--- src/rtl/msix_pkg.sv ---
// Shared types and constants for the MSI-X message issuer.
package msix_pkg;

  localparam int unsigned MSIX_ADDR_W = 64;
  localparam int unsigned MSIX_DATA_W = 32;
  localparam logic [3:0]  MSIX_BE_ALL = 4'hF;

  typedef enum logic [1:0] {
    IDLE   = 2'd0,
    LOOKUP = 2'd1,
    SEND   = 2'd2
  } msix_state_e;

  typedef struct packed {
    logic [MSIX_ADDR_W-1:0] addr;
    logic [MSIX_DATA_W-1:0] data;
    logic                   mask;
  } msix_tbl_entry_t;

  // Increment a vector index, wrapping at n (n need not be a power of two).
  function automatic int unsigned msix_wrap_inc(input int unsigned idx, input int unsigned n);
    return ((idx + 32'd1) >= n) ? 32'd0 : (idx + 32'd1);
  endfunction

endpackage

--- src/rtl/msix_rr_arbiter.sv ---
// Combinational round-robin picker: lowest set request at or after ptr, wrapping.
module msix_rr_arbiter #(
  parameter  int unsigned NUM_VEC = 8,
  localparam int unsigned IDX_W   = $clog2(NUM_VEC)
) (
  input  logic [NUM_VEC-1:0] req,
  input  logic [IDX_W-1:0]   ptr,
  output logic [IDX_W-1:0]   grant_idx,
  output logic               any_grant
);

  // Scan NUM_VEC candidates starting at ptr; first hit wins.
  always_comb begin
    int unsigned cand;
    cand      = 32'd0;
    grant_idx = '0;
    any_grant = 1'b0;
    for (int unsigned i = 0; i < NUM_VEC; i++) begin
      cand = 32'(ptr) + i;
      if (cand >= NUM_VEC) cand = cand - NUM_VEC;
      if (!any_grant && req[IDX_W'(cand)]) begin
        any_grant = 1'b1;
        grant_idx = IDX_W'(cand);
      end
    end
  end

endmodule

--- src/rtl/msix_msg_issuer.sv ---
// MSI-X transmit side: tracks the PBA, looks up the vector table entry and
// issues one DWORD posted write per pending, unmasked vector.
// Optional: define MSIX_SENT_CNT_EN to add a saturating sent-message counter.
module msix_msg_issuer
  import msix_pkg::*;
#(
  parameter  int unsigned NUM_VEC = 8,
  localparam int unsigned IDX_W   = $clog2(NUM_VEC)
) (
  input  logic                   clk,
  input  logic                   rst_n,
  input  logic                   msix_enable,
  input  logic                   function_mask,
  input  logic [NUM_VEC-1:0]     irq_req,
  output logic                   tbl_rd_en,
  output logic [IDX_W-1:0]       tbl_rd_idx,
  input  logic [MSIX_ADDR_W-1:0] tbl_rd_addr,
  input  logic [MSIX_DATA_W-1:0] tbl_rd_data,
  input  logic                   tbl_rd_mask,
  output logic                   tx_valid,
  input  logic                   tx_ready,
  output logic [MSIX_ADDR_W-1:0] tx_addr,
  output logic [MSIX_DATA_W-1:0] tx_data,
  output logic [3:0]             tx_be,
  output logic                   tx_is_64b,
  output logic [NUM_VEC-1:0]     pba,
  output logic                   busy
`ifdef MSIX_SENT_CNT_EN
  ,
  output logic [31:0]            sent_cnt
`endif
);

  msix_state_e            state, state_nxt;
  logic [IDX_W-1:0]       rr_ptr, rr_ptr_nxt;
  logic [IDX_W-1:0]       grant_idx;
  logic                   any_grant;
  logic                   gate_open;
  logic                   tx_hs;
  msix_tbl_entry_t        tbl_entry;
  logic [NUM_VEC-1:0]     pba_clr;

  logic                   rd_en_nxt;
  logic [IDX_W-1:0]       rd_idx_nxt;
  logic                   tx_valid_nxt;
  logic [MSIX_ADDR_W-1:0] tx_addr_nxt;
  logic [MSIX_DATA_W-1:0] tx_data_nxt;
  logic [3:0]             tx_be_nxt;
  logic                   tx_is_64b_nxt;

  assign gate_open = msix_enable && !function_mask;
  assign tx_hs     = tx_valid && tx_ready;
  assign tbl_entry = '{addr: tbl_rd_addr, data: tbl_rd_data, mask: tbl_rd_mask};

  msix_rr_arbiter #(.NUM_VEC(NUM_VEC)) u_arb (
    .req       (pba),
    .ptr       (rr_ptr),
    .grant_idx (grant_idx),
    .any_grant (any_grant)
  );

  // State register.
  always_ff @(posedge clk or negedge rst_n) begin
    if (!rst_n) state <= IDLE;
    else        state <= state_nxt;
  end

  // Next state; IDLE spends one extra cycle with tbl_rd_en high before LOOKUP.
  always_comb begin
    state_nxt = state;
    case (state)
      IDLE:    if (tbl_rd_en) state_nxt = LOOKUP;
      LOOKUP:  state_nxt = tbl_entry.mask ? IDLE : SEND;
      SEND:    if (tx_hs) state_nxt = IDLE;
      default: state_nxt = IDLE;
    endcase
  end

  // Next values for the registered outputs, pointer and PBA clear.
  always_comb begin
    rd_en_nxt     = 1'b0;
    rd_idx_nxt    = tbl_rd_idx;
    tx_valid_nxt  = tx_valid;
    tx_addr_nxt   = tx_addr;
    tx_data_nxt   = tx_data;
    tx_be_nxt     = tx_be;
    tx_is_64b_nxt = tx_is_64b;
    rr_ptr_nxt    = rr_ptr;
    pba_clr       = '0;
    case (state)
      IDLE: begin
        if (!tbl_rd_en && gate_open && any_grant) begin
          rd_en_nxt  = 1'b1;
          rd_idx_nxt = grant_idx;
        end
      end
      LOOKUP: begin
        if (tbl_entry.mask) begin
          rr_ptr_nxt = IDX_W'(msix_wrap_inc(32'(tbl_rd_idx), NUM_VEC));
        end else begin
          tx_valid_nxt  = 1'b1;
          tx_addr_nxt   = tbl_entry.addr & ~MSIX_ADDR_W'(3);
          tx_data_nxt   = tbl_entry.data;
          tx_be_nxt     = MSIX_BE_ALL;
          tx_is_64b_nxt = |tbl_entry.addr[MSIX_ADDR_W-1:32];
        end
      end
      SEND: begin
        if (tx_hs) begin
          tx_valid_nxt = 1'b0;
          tx_be_nxt    = 4'h0;
          rr_ptr_nxt   = IDX_W'(msix_wrap_inc(32'(tbl_rd_idx), NUM_VEC));
          pba_clr      = NUM_VEC'(1) << tbl_rd_idx;
        end
      end
      default: ;
    endcase
  end

  // Output and pointer registers.
  always_ff @(posedge clk or negedge rst_n) begin
    if (!rst_n) begin
      tbl_rd_en  <= 1'b0;
      tbl_rd_idx <= '0;
      tx_valid   <= 1'b0;
      tx_addr    <= '0;
      tx_data    <= '0;
      tx_be      <= 4'h0;
      tx_is_64b  <= 1'b0;
      rr_ptr     <= '0;
      busy       <= 1'b0;
    end else begin
      tbl_rd_en  <= rd_en_nxt;
      tbl_rd_idx <= rd_idx_nxt;
      tx_valid   <= tx_valid_nxt;
      tx_addr    <= tx_addr_nxt;
      tx_data    <= tx_data_nxt;
      tx_be      <= tx_be_nxt;
      tx_is_64b  <= tx_is_64b_nxt;
      rr_ptr     <= rr_ptr_nxt;
      busy       <= (state_nxt != IDLE);
    end
  end

  // Pending bits: new events win over a same-cycle clear.
  always_ff @(posedge clk or negedge rst_n) begin
    if (!rst_n) pba <= '0;
    else        pba <= (pba & ~pba_clr) | irq_req;
  end

`ifdef MSIX_SENT_CNT_EN
  // Saturating count of completed message handshakes.
  always_ff @(posedge clk or negedge rst_n) begin
    if (!rst_n)                               sent_cnt <= 32'd0;
    else if (tx_hs && sent_cnt != 32'hFFFF_FFFF) sent_cnt <= sent_cnt + 32'd1;
  end
`endif

endmodule

--- config.mk ---
export PLATFORM = sky130hd
export DESIGN_NAME = msix_msg_issuer
export DESIGN_NICKNAME = d
export VERILOG_FILES = /design/src/rtl/msix_pkg.sv /design/src/rtl/msix_rr_arbiter.sv /design/src/rtl/msix_msg_issuer.sv
export SDC_FILE = /design/constraint.sdc
export NUM_CORES = 1
export LEC_CHECK = 0
export CAP_MARGIN = 20
export CORE_UTILIZATION = 40
export CTS_BUF_LIST = sky130_fd_sc_hd__clkbuf_4 sky130_fd_sc_hd__clkbuf_8
export DETAILED_ROUTE_END_ITERATION = 12
export GPL_TIMING_DRIVEN = 1
export PLACE_DENSITY = 0.87
export SYNTH_ARGS = -nofsm -noshare
export SYNTH_HDL_FRONTEND = slang
export SYNTH_SLANG_ARGS = --single-unit
--- constraint.sdc ---
create_clock -name clk -period 3.1 [get_ports clk]
set_clock_uncertainty 0.1 [all_clocks]
set_input_delay 0.775 -clock clk [delete_from_list [all_inputs] [get_ports clk]]
set_output_delay 0.775 -clock clk [all_outputs]
set_load 0.02 [all_outputs]
# After elaboration in Yosys (flattened, before gate mapping)
# Cells that the tools add are included.
# word_totals
register_bits	118
inputBits	110
# op_classes
addsub	16
n_lt_le_gt_ge	17
n_eq_ne	5
shift	1
n_mux	58
bitwise	4
n_reduce_logical	28
# op_table
operator	n
$mux 3	19
$ge 4x4->1 const B	8
$lt 3x4->1 const B	8
$reduce_or 32->1	1
$bmux 1 s3	8
$sub 3x1->3 const B	8
$mux 1	20
$add 3x3->4 const B	4
$mux 8	2
$logic_and 1x1->1	11
$logic_not 1->1	9
$add 3x1->4 const B	2
$add 3x2->4 const B	2
$and 8x8->8	1
$mux 4	2
$not 8->8	1
$or 8x8->8	1
$pmux 4 s2	1
$shl 1x3->8 const A	1
$mux 2	3
$ne 2x2->1 const B	3
$pmux 2 s3	1
$pmux 3 s2	1
$reduce_and 3->1	2
other kinds (8)	10

# Logic depth before layout (Yosys ltp)
# depth
word_depth	29
depth_mapped	11

# Hierarchy
# A second synthesis with hierarchy kept.
# hier_totals
cells_unflattened	403
hier_area_um2	5542.8
# by_module_without_submodules
module	instances	cells_each	area_each_um2
msix_msg_issuer	1	288	4480.5
msix_rr_arbiter	1	115	1062.3

# Worst setup path before layout
# Ideal clock, no wire load.
# synth_path
kind	register to register
startpoint	register rr_ptr[1]
endpoint	register tbl_rd_idx[0]
setup_time_ns	0.127
arrival_time_ns	2.831
slack_ns	0.042
stages_incl_launch_ff	11
n_path_buf	2
synth_period_minus_slack_ns	3.058
cell_sequence	dfrtp_1 > clkbuf_1 > inv_1 > clkbuf_1 > ha_1 > inv_1 > mux2_2 > mux2_2 > or4_1 > nand3_1 > mux2i_1
# synth_between
elab_chain_len	28
# synth_lines
item	line_no	rtl
start: declaration	msix_msg_issuer.sv:35	logic [IDX_W-1:0] rr_ptr, rr_ptr_nxt;
start signal: assignment	msix_msg_issuer.sv:140	rr_ptr <= rr_ptr_nxt;
parallel branches: the longest is 28 deep, another holds $add 3x1->4	n/a	
end signal: assignment	msix_msg_issuer.sv:134	tbl_rd_idx <= rd_idx_nxt;
end: declaration	msix_msg_issuer.sv:16	output logic [IDX_W-1:0] tbl_rd_idx,
# Parallel ways; which one is timed is not known. The select of a mux whose other input is x is not followed.
# A chain may end at the register's enable or synchronous reset.

# Worst setup path after layout
# layout_path
startpoint	register rr_ptr[0]
endpoint	register tbl_rd_idx[2]
# The elaborated chain is that of the path after synthesis.

==> impl_metrics.ini <==
[route]
drt-total-wl_microns = 15200
drtPass1Iterations = 5
viasPerCell = 5.23
drc = 0
vias = 4282
wl_per_cell_microns = 18.6
drtAntennaViolNets = 0
drt_iter0_drc = 293

[yosys]
synth.avg_cell_area_sq_um = 13.5
ys_types = 54
synthArstFlopShare_pct = 100
synthTopCellsByArea = dfrtp_1, mux2_2, mux4_2, mux4_1, mux2i_1
ys.warnings.count = 0
synthTopCellsByCount = dfrtp_1, mux2_2, nand2_1
ys_ff_latch = 114
ys_seq_area_share_pct = 52.6
syn_area_sq_mm = 0.00543
synth_top_area_share_pct = 52.6
yosysTopAreaCell = dfrtp_1
synth_edf_count = 0
synthMostInstantiatedCell = dfrtp_1
synth_flop_cell = dfrtp_1
netlist_instances = 403

[worst_setup_path]
crit_required_ps = 3370
path_class = flip-flop to flip-flop
cp_cell_sequence = inv_1 > ha_1 > inv_1 > mux2_2 > a32o_1 > o21ai_1 > a31oi_1 > a2111oi_2 > o22a_1
cpPeakStageDelay_ps = 440
worst_path_max_delay_cell = a2111oi_2
cp.arrival_ps = 3030
cp_max_fo = 7
start_kind = flip-flop
crit_top_cell = inv_1
regToRegSetupSlack_ps = 340
crit_path_end_kind = flip-flop

[floorplan]
io-pin-count = 225
start_util_pct = 41.0
row_count = 42
dieArea_sq_mm = 0.0140
die_y_microns = 118
core-area_sq_mm = 0.0132
die_w_microns = 118

[global_route]
grt_pass1_wl_microns = 24500
antenna_found_initial = 0
first_global_vias = 4789
track_usage_pct = 22.8
grt_overflow_total = 0
grt_max_degree = 74

[power]
ir_drop_v = 0.000617
p_leak_nw = 3.38
p_per_area_mw_per_mm2 = 1010

[clocking]
cts_buffer_depth = 2
h-tree-depth = 4
clkLatencyLatePin_ps = 430
cts_setup_buffers = 0
ctsResizeCount = 0
hold_buffers = 0
cts-buffers-inserted = 17
cts.reportedPaths.clkPinSlew_ps = 70
cts_tree = yes
cts-root-buf = clkbuf_8
cts.sinks = 114

[timing]
setup_violations = 0
report.final.slew_viol_count = 0
fin_crit_sh_pct = 89.2
max_freq_mhz = 362
tightest_slew_ps = 550
hold_viol = 0
relSlewSlack_pct = 63.3
final.setup.tns_ps = 0
period_minus_slack_ps = 2760
rsz0062_at_grt = false

[cells_and_area]
diodes = 0
final_core_util_pct = 62.8
drive_gt1_share_pct = 26.0
nets = 748
fillers = 1009
design_area_sq_mm = 0.00831
area_delta_synth_final_pct = 53.2

[place]
gp_congestion = 0.894
placed_area_sq_mm = 0.00785
port_buffers = 220
dpl.hpwl_microns = 11100

[job]
cap_violations = 0

[outcome]
outcome = complete, no violations

[hold_path]
hold_class = primary input to async pin
-- worst max-delay path, delay by kind of cell, from the launching register on --
family,cells,cell delay [ps]
fa+ha+maj,1,420
mux,1,380
compound gates,5,1190
buf+inv,2,240
flops,1,370
-- cell families after synthesis --
| kind of cell | Yosys count | synth area share (%) |
|---|---|---|
| adder cells (fa/ha/maj) | 8 | 1.84 |
| multiplexers | 128 | 29.3 |
| AO/OA/AOI/OAI | 51 | 6.62 |
| flip-flops | 114 | 52.6 |
| XOR/XNOR | 2 | 0.323 |
| buffers and inverters | 40 | 3.71 |
| other | 1 | 0.0691 |
| AND/OR/NAND/NOR | 59 | 5.60 |
-- flip-flops by register name, summed over array words and instances, names as in the netlist --
| register | flops |
|---|---|
| state | 2 |
| tx_be | 1 |
| tx_addr | 62 |
| rr_ptr | 3 |
| tbl_rd_idx | 3 |
| tbl_rd_en | 1 |
| tx_data | 32 |
| pba | 8 |
| busy | 1 |
| tx_is_64b | 1 |
-- path summary, 6_finish.rpt --
check                                       start                         to  depth (start not counted)
hold / removal                              rst_n    tx_data[18]$_DFFE_PN0P_                          1
hold reg to reg            tx_data[9]$_DFFE_PN0P_     tx_data[9]$_DFFE_PN0P_                          1
min in group clk           tx_data[9]$_DFFE_PN0P_     tx_data[9]$_DFFE_PN0P_                          1
setup / recovery            rr_ptr[0]$_DFFE_PN0P_  tbl_rd_idx[2]$_DFFE_PN0P_                          9
max in group asynchronous                   rst_n         state[1]$_DFF_PN0_                          2
setup reg to reg            rr_ptr[0]$_DFFE_PN0P_  tbl_rd_idx[2]$_DFFE_PN0P_                          9
-- stage by stage --
step           setup slack, ps  power, W  hold slack, ps  std cells
3_3_place_gp               481   0.00660             389        787
2_1_floorplan             41.6   0.00476             379        404
4_1_cts                    357   0.00843             207        819
3_5_place_dp               409   0.00674             395        787
6_report                   336   0.00836             221        819
5_1_grt                    154   0.00876             225        819
-- layer usage --
layer / vias to the layer above / track usage [%] / wire length, microns
met3: 29 / 9.56 / 1310
met5: - / 0 / 0
met2: 195 / 39.1 / 7920
met4: 0 / 9.49 / 367
li1: 1925 / - / -
met1: 2133 / 24.7 / 5640
-- power by group --
group	leakage, nW	switching, W	internal, W
Combinational	1.80	0.00198	0.00214
Sequential	1.34	0.000446	0.00217
Clock	0.233	0.000607	0.00102
Total	3.38	0.00303	0.00533
-- final cells by class --
type / count / area [sq um] / area share [%]
inverters: 12 / 45.0 / 0.542
repair buffers: 235 / 2350 / 28.3
clock inverters: 10 / 180 / 2.17
multi-input cells: 250 / 2380 / 28.7
well taps: 176 / 220 / 2.65
flip-flops and latches: 114 / 2850 / 34.3
clock buffers: 22 / 284 / 3.42
-- placed cells by master, fill, tap and decap left out, types with 3 or more instances in the layout --
master and instances:
clkinv_2 3, nand2_1 16, a21o_1 9, o21ai_0 9, nand3_1 8, buf_12 3, mux2i_1 11, nor2_1 13
dfrtp_1 114, nor4_1 9, a21oi_1 10, mux2_2 102, mux4_1 5, mux4_2 7, clkbuf_4 3, ha_1 8
buf_4 13, clkbuf_8 19, clkdlybuf4s50_1 219, inv_1 12, bufinv_16 5
Note: power is estimated with default switching activity, not from simulation.
